`src/rtl/reg_bank_pkg.sv`:
```
// +----------------------------------------------------------------------+
// | reg_bank_pkg : shared widths and response record for reg_bank_server |
// | Rev 1.0 - initial release                                            |
// +----------------------------------------------------------------------+
`default_nettype none

package reg_bank_pkg;

  localparam int DATA_W   = 8;
  localparam int ADDR_W   = 3;
  localparam int NUM_REGS = 2 ** ADDR_W;

  typedef struct packed {
    logic [DATA_W-1:0] rd_data1;
    logic [DATA_W-1:0] rd_data2;
    logic              wr_ack;
  } rsp_t;

endpackage

`default_nettype wire

```
`src/rtl/reg_bank_rsp_fifo.sv`:
```
// +----------------------------------------------------------------------+
// | reg_bank_rsp_fifo : 2-entry in-order FIFO of rsp_t records           |
// | Rev 1.0 - initial release                                            |
// +----------------------------------------------------------------------+
`default_nettype none

module reg_bank_rsp_fifo
  import reg_bank_pkg::*;
#(
  parameter int DEPTH = 2
) (
  input  logic clk,
  input  logic rst_n,
  input  logic push_i,
  input  rsp_t din_i,
  input  logic pop_i,
  output rsp_t dout_o,
  output logic full_o,
  output logic empty_o
);

  localparam logic [1:0] c_DEPTH = 2'(DEPTH);

  rsp_t       mem_q [2];
  logic       wr_ptr_q;
  logic       rd_ptr_q;
  logic [1:0] count_q;
  logic [1:0] count_d;
  logic       w_push;
  logic       w_pop;

  assign full_o  = (count_q == c_DEPTH);
  assign empty_o = (count_q == 2'd0);
  assign w_push  = push_i && !full_o;
  assign w_pop   = pop_i && !empty_o;
  assign dout_o  = mem_q[rd_ptr_q];

  always_comb begin
    count_d = count_q;
    if (w_push && !w_pop) begin
      count_d = count_q + 2'd1;
    end else if (!w_push && w_pop) begin
      count_d = count_q - 2'd1;
    end
  end

  always_ff @(posedge clk or negedge rst_n) begin
    if (!rst_n) begin
      mem_q[0] <= '0;
      mem_q[1] <= '0;
      wr_ptr_q <= 1'b0;
      rd_ptr_q <= 1'b0;
      count_q  <= 2'd0;
    end else begin
      if (w_push) begin
        mem_q[wr_ptr_q] <= din_i;
        wr_ptr_q        <= ~wr_ptr_q;
      end
      if (w_pop) begin
        rd_ptr_q <= ~rd_ptr_q;
      end
      count_q <= count_d;
    end
  end

endmodule

`default_nettype wire

```
`src/rtl/reg_bank_server.sv`:
```
// +----------------------------------------------------------------------+
// | reg_bank_server : handshaked 8x8 register bank, 2 reads + 1 write    |
// | Optional macro REG_ZERO_HARDWIRED_EN makes register 0 constant zero. |
// | Rev 1.0 - initial release                                            |
// +----------------------------------------------------------------------+
`default_nettype none

module reg_bank_server
  import reg_bank_pkg::*;
#(
  parameter int DATA_W    = reg_bank_pkg::DATA_W,
  parameter int ADDR_W    = reg_bank_pkg::ADDR_W,
  parameter int RSP_DEPTH = 2
) (
  input  logic              clk,
  input  logic              rst_n,
  input  logic              req_valid,
  output logic              req_ready,
  input  logic              req_wr,
  input  logic [ADDR_W-1:0] req_wr_addr,
  input  logic [DATA_W-1:0] req_wr_data,
  input  logic              req_rd_en1,
  input  logic              req_rd_en2,
  input  logic [ADDR_W-1:0] req_rd_addr1,
  input  logic [ADDR_W-1:0] req_rd_addr2,
  output logic              rsp_valid,
  input  logic              rsp_ready,
  output logic [DATA_W-1:0] rsp_rd_data1,
  output logic [DATA_W-1:0] rsp_rd_data2,
  output logic              rsp_wr_ack,
  output logic [7:0]        wr_count
);

  logic [DATA_W-1:0] regs_q [NUM_REGS];
  logic [7:0]        wr_count_q;
  logic [7:0]        wr_count_d;
  logic              w_accept;
  logic              w_wr_ok;
  logic              w_full;
  logic              w_empty;
  rsp_t              w_push_rsp;
  rsp_t              w_head;

  assign req_ready = ~w_full;
  assign w_accept  = req_valid && req_ready;

`ifdef REG_ZERO_HARDWIRED_EN
  assign w_wr_ok = req_wr && (req_wr_addr != '0);
`else
  assign w_wr_ok = req_wr;
`endif

  // Write-first: a read hitting the same request's effective write sees the new data.
  always_comb begin
    w_push_rsp = '0;
    if (req_rd_en1) begin
      w_push_rsp.rd_data1 = (w_wr_ok && (req_rd_addr1 == req_wr_addr)) ? req_wr_data
                                                                        : regs_q[req_rd_addr1];
    end
    if (req_rd_en2) begin
      w_push_rsp.rd_data2 = (w_wr_ok && (req_rd_addr2 == req_wr_addr)) ? req_wr_data
                                                                        : regs_q[req_rd_addr2];
    end
    w_push_rsp.wr_ack = w_wr_ok;
  end

  always_comb begin
    wr_count_d = wr_count_q;
    if (w_accept && w_wr_ok && (wr_count_q != 8'hFF)) begin
      wr_count_d = wr_count_q + 8'd1;
    end
  end

  always_ff @(posedge clk or negedge rst_n) begin
    if (!rst_n) begin
      for (int i = 0; i < NUM_REGS; i++) begin
        regs_q[i] <= '0;
      end
      wr_count_q <= 8'd0;
    end else begin
      if (w_accept && w_wr_ok) begin
        regs_q[req_wr_addr] <= req_wr_data;
      end
      wr_count_q <= wr_count_d;
    end
  end

  reg_bank_rsp_fifo #(
    .DEPTH (RSP_DEPTH)
  ) u_rsp_fifo (
    .clk     (clk),
    .rst_n   (rst_n),
    .push_i  (w_accept),
    .din_i   (w_push_rsp),
    .pop_i   (rsp_ready),
    .dout_o  (w_head),
    .full_o  (w_full),
    .empty_o (w_empty)
  );

  assign rsp_valid    = ~w_empty;
  assign rsp_rd_data1 = w_empty ? '0 : w_head.rd_data1;
  assign rsp_rd_data2 = w_empty ? '0 : w_head.rd_data2;
  assign rsp_wr_ack   = w_empty ? 1'b0 : w_head.wr_ack;
  assign wr_count     = wr_count_q;

endmodule

`default_nettype wire

```
`config.mk`:
```
export PLATFORM = sky130hd
export DESIGN_NAME = reg_bank_server
export DESIGN_NICKNAME = d
export VERILOG_FILES = /design/src/rtl/reg_bank_pkg.sv /design/src/rtl/reg_bank_rsp_fifo.sv /design/src/rtl/reg_bank_server.sv
export SDC_FILE = /design/constraint.sdc
export NUM_CORES = 1
export LEC_CHECK = 0
export ABC_CLOCK_PERIOD_IN_PS = 4900
export CAP_MARGIN = 40
export CORE_MARGIN = 3
export CORE_UTILIZATION = 50
export CTS_CLUSTER_DIAMETER = 150
export DETAILED_ROUTE_END_ITERATION = 12
export PLACE_DENSITY = 0.74
export SLEW_MARGIN = 10
export SYNTH_ARGS = -nofsm -noshare
export SYNTH_HDL_FRONTEND = slang
export SYNTH_SLANG_ARGS = --single-unit
export TNS_END_PERCENT = 50
```
`constraint.sdc`:
```
create_clock -name clk -period 4.9 [get_ports clk]
set_input_delay 0.49 -clock clk [delete_from_list [all_inputs] [get_ports clk]]
set_output_delay 0.49 -clock clk [all_outputs]
set_load 0.02 [all_outputs]
```
## Word-level counts from Yosys, hierarchy flattened

Cells that the tools add are included.

- Register bits after elaboration: 110
- Word-level logic and storage cells: 82
- Output and inout port bits: 27
- Bits of input ports: 24

- Bitwise gates (word level): 9
- Order comparisons: 7
- Multiplexer cells: 24
- Reductions and logical operators: 17
- Add/subtract/negate cells: 3
- Eq/ne operators: 4

Operators with widths:

| cell | count |
|---|---|
| 8-bit 2-to-1 mux | 11 |
| 17-bit 2-to-1 mux | 4 |
| 64-bit bitwise mux | 1 |
| 8-bit binary-select mux with 3-bit select | 2 |
| 34-bit bitwise mux | 1 |
| 8-bit demux with 3-bit select | 1 |
| 17-bit demux with 1-bit select | 1 |
| 4-bit greater-or-equal comparator (second input constant) | 3 |
| 3-bit NOT with 4-bit output | 3 |
| 1-bit logical AND | 11 |
| 8-bit by 1-bit adder with 8-bit output (second input constant) | 1 |
| 8-bit != test (second input constant) | 1 |
| 3-bit == test | 2 |
| 2-bit greater-or-equal comparator (second input constant) | 2 |
| 1-bit zero test | 4 |
| 4-bit by 1-bit < comparator with 1-bit output (second input constant) | 1 |
| 2-bit 2-to-1 mux | 2 |
| 1-bit NOT | 4 |
| 1-bit NOT with 2-bit output | 2 |
| 2-bit by 1-bit adder with 2-bit output (second input constant) | 1 |
| 2-bit == test (second input constant) | 1 |
| 2-bit zero test | 1 |
| 2-bit by 1-bit < comparator with 1-bit output (second input constant) | 1 |
| 2-bit nonzero test | 1 |
| 2 further kinds | 2 |

## Longest topological paths before layout

- Word-level depth: 8
- Gate-level depth with buffers: 7
- Gate-level depth less buffers: 7

## Hierarchy

From an unflattened synthesis, not the netlist that was laid out.

- Cells, all modules: 448
- Area, all modules: 5829.3 um2

Modules (own cells, without submodules):

| module | cells an instance | instances | sequential area each (um2) | area each (um2) |
|---|---|---|---|---|
| reg_bank_server | 340 | 1 | 1801.7 | 4155.2 |
| reg_bank_rsp_fifo | 108 | 1 | 950.9 | 1674.1 |

## Worst setup path before layout

Ideal clock, no wire load.

- Path kind: reg2out
- From: register u_rsp_fifo.rd_ptr_q
- To: output port rsp_rd_data1[0]
- Buffers on the path: 2
- Data required time: 4410 ps
- Arrival time: 1419 ps
- Setup slack: 2991 ps
- Stages on the path, launching flop included: 5
- Path through: dfrtp_1 clkbuf_1 buf_2 mux2i_1 nor2_1

- Cells in the longest elaborated chain, start to end: 5

RTL lines:

| what | line | text |
|---|---|---|
| from (decl) | reg_bank_rsp_fifo.sv:26 | `logic rd_ptr_q;` |
| from (signal assigned) | reg_bank_rsp_fifo.sv:60 | `rd_ptr_q <= ~rd_ptr_q;` |
| 1-bit NOT with 2-bit output (not written as such) | reg_bank_rsp_fifo.sv:36 | `assign dout_o = mem_q[rd_ptr_q];` |
| 17-bit 2-to-1 mux (not written as such) (3 in a row) | reg_bank_rsp_fifo.sv:36 |  |
| 8-bit 2-to-1 mux | reg_bank_server.sv:102 | `assign rsp_rd_data1 = w_empty ? '0 : w_head.rd_data1;` |
| to (decl) | reg_bank_server.sv:28 | `output logic [DATA_W-1:0] rsp_rd_data1,` |

Every way passes these cells. The select of a mux whose other input is x is not followed.

## Worst setup path after layout

- From: register u_rsp_fifo.rd_ptr_q
- To: output port rsp_rd_data2[2]

- Cells in the longest elaborated chain, start to end: 5

RTL lines:

| what | line | text |
|---|---|---|
| 1-bit NOT with 2-bit output (not written as such) | reg_bank_rsp_fifo.sv:36 |  |
| 17-bit 2-to-1 mux (not written as such) (3 in a row) | reg_bank_rsp_fifo.sv:36 |  |
| 8-bit 2-to-1 mux | reg_bank_server.sv:103 | `assign rsp_rd_data2 = w_empty ? '0 : w_head.rd_data2;` |
| to (decl) | reg_bank_server.sv:29 | `output logic [DATA_W-1:0] rsp_rd_data2,` |

Every way passes these cells. The select of a mux whose other input is x is not followed.

==> impl_metrics.toml <==
[status]
status = "completed"

[clocking]
numCtsBuffers = 9
post_cts_resized = 0
postCtsHoldBufs = 0
ctsLongestPathBuffers = 2
cts_tree = "built"
cts_setup_buffers = 0
clock_sinks = 110
clkTransAtPathRegs_ps = 70
clock-root-buffer = "clkbuf_16"
h-tree-depth = 3
insertion_delay_ps = 350

[worst_setup_path]
end_kind = "output pin"
crit_fanout = 13
worstSetupPathType = "flop to output pin"
cp-start-kind = "flop"
crit_start = "u_rsp_fifo.rd_ptr_q"
required_ps = 4410
rr_startpoint = "u_rsp_fifo.count_q[0]"
crit_arrival_ps = 2020

[detailed_routing]
drtAntennaViolNets = 0
vias = 4019
drc = 0
viasPerCell = 6.11
initialDrtViolationCount = 188
drtPass1Iterations = 4
routedWlPerCell_um = 21.3
routed_wl_um = 14000

[synth]
synth.top_cell.area_share = 0.473
synth_cells = 479
synth_compound_area_frac = 0.0792
synth_cell_types = 38
synth_ff_type = "dfrtp_1"
synth_largest_area_cell = "dfrtp_1"
synth_seq_area_share = 0.473
synth_top_family_by_area = "multiplexers"
synthAdderAreaFrac = 0.00430
synthTopCellsByCount = "110 x dfrtp_1, 58 x mux2_2, 49 x mux2i_1"
yosysWarnings = 0
synth-simple-area-share = 0.103
syn_area_per_cell_um2 = 12.1
yosysMostFrequentCell = "dfrtp_1"
synth_fp_nets = 505
netlist_top_cells_area = "dfrtp_1 47%, mux2_2 11%, mux2i_1 8.4%, mux4_2 6.2%, o31ai_1 4.1%"
synth.mux.area_fraction = 0.279
ys_ff_latch = 110
synth_async_sr_flop_share = 1.00
synth-xor-area-share = 0.0271
netlist_area_um2 = 5820
synth_edf_count = 0

[global_route]
grt_pass1_wl_um = 23000
track_usage = 0.231
grt_pass1_vias = 4122
antenna_found_initial = 0
grt_max_degree = 68
grt_overflow_total = 0

[min_path]
hp-class = "flop to flop"
min_from = "u_rsp_fifo.mem_q[15]"

[placement]
place_congestion = 0.893
port_buffers = 50
hpwlAfterDp_um = 10100

[timing]
finalCritPeriodShare = 0.512
tightest_slew_ps = 759
slew_headroom = 0.492
final_max_slew_viol_count = 0
rsz0062_at_grt = "no"
final.setup_skew_ps = 5.62
finalCriticalPeriod_ps = 2510
fmax_mhz = 398
setup_tns_ps = 0
hold_violations = 0
setup_viol = 0

[floorplanning]
dieArea_um2 = 13000
die_w_um = 114
start_util = 0.525
die_y_um = 114
top_level_ports = 51
core.rowCount = 38
core_area_um2 = 11100

[pwr]
finalPower_uw = 3720
power_density_nw_per_um2 = 555
ir_worst_vdd_mv = 0.393
p_leak_uw = 0.00294

[job]
maxCapViolations = 0

[final_layout]
diodes = 0
layout-drive-gt1-share = 0.224
final_nets = 539
area_growth_pct = 15.2
sequential cells by signal, summed over array words and instances, names as in the netlist:
register,cells
wr_count,8
u_rsp_fifo.rd_ptr_q,1
u_rsp_fifo.mem_q,34
u_rsp_fifo.count_q,2
regs_q,64
u_rsp_fifo.wr_ptr_q,1
per-layer routing:
metal  vias to the layer above  wire (um)  part of all wire  track usage
li1                       1837          -                 -            -
met1                      2053       6360              0.45        0.327
met2                       115       6770              0.48        0.358
met3                        14        735             0.052       0.0610
met4                         0        162             0.012       0.0594
met5                         -          0                 0            0
layout by cell type, fill, tap and decap left out, types with 3 or more instances in the layout:
| cell | Yosys | routed |
|---|---|---|
| and4_1 | 3 | 3 |
| a211oi_1 | 16 | 16 |
| nand4_1 | 5 | 5 |
| nor2_1 | 39 | 39 |
| buf_4 | 5 | 5 |
| xor2_1 | 10 | 10 |
| mux2_2 | 58 | 58 |
| xnor2_1 | 8 | 8 |
| nor3_1 | 3 | 3 |
| clkdlybuf4s50_1 | 0 | 49 |
| clkbuf_16 | 0 | 9 |
| o31ai_1 | 32 | 32 |
| nand3_1 | 3 | 3 |
| mux2i_1 | 49 | 49 |
| nand2_1 | 43 | 43 |
| dfrtp_1 | 110 | 110 |
| mux4_2 | 16 | 16 |
| nand2b_1 | 3 | 3 |
| mux2_4 | 8 | 8 |
| o22ai_1 | 16 | 16 |
final timing paths:
kind,slack [ps],end,cells after the start
worst max-delay path,2390,rsp_rd_data2[2],4
worst min-delay path,480,u_rsp_fifo.mem_q[15],2
worst max register to register,2740,regs_q[29],4
worst min register to register,480,u_rsp_fifo.mem_q[15],2
max in group asynchronous,3280,u_rsp_fifo.mem_q[21],4
min in group asynchronous,490,u_rsp_fifo.count_q[0],2
final cells by class:
type                            instances  area (um^2)
Clock buffer                           13          260
Tap cell                              140          175
Fill cell                             891         4380
Inverter                                1         3.75
Clock inverter                          3         18.8
Timing Repair Buffer                   59          623
Multi-Input combinational cell        332         2870
Sequential cell                       110         2750
critical path: stages, from the launching register on:
cell	delay (ps)
dfrtp_1	620
buf_16	210
mux2i_1	90
nor2_1	130
clkdlybuf4s50_1	630
power breakdown:
| part | switching (uW) | total [uW] | leakage [uW] | internal [uW] |
|---|---|---|---|---|
| logic | 682 | 1440 | 0.00141 | 754 |
| registers | 310 | 1600 | 0.00140 | 1290 |
| clock network | 314 | 686 | 0.000140 | 372 |
cell families (layout without fill, tap and decap cells):
| logic type | Yosys count | after routing |
|---|---|---|
| AOI/OAI and AO/OA | 64 | 64 |
| xor gates and xnor gates | 18 | 18 |
| adders and majority gates | 2 | 2 |
| buffers and inverters | 37 | 76 |
| DFF | 110 | 110 |
| muxes | 131 | 131 |
| and+or+nand+nor | 117 | 117 |
metrics by stage:
step | hold WS [ps] | cell area, um^2 | cells | utilization | worst slack (ps)
floorplan | 194 | 5820 | 479 | - | 2990
global placement | 461 | 6320 | 636 | 0.570 | 1920
detailed placement | 466 | 6370 | 639 | 0.575 | 1910
CTS | 276 | 6650 | 655 | 0.600 | 2280
global route | 479 | 6700 | 658 | 0.605 | 2280
finish | 480 | 6700 | 658 | 0.605 | 2390
Note: power is estimated with default switching activity, not from simulation.
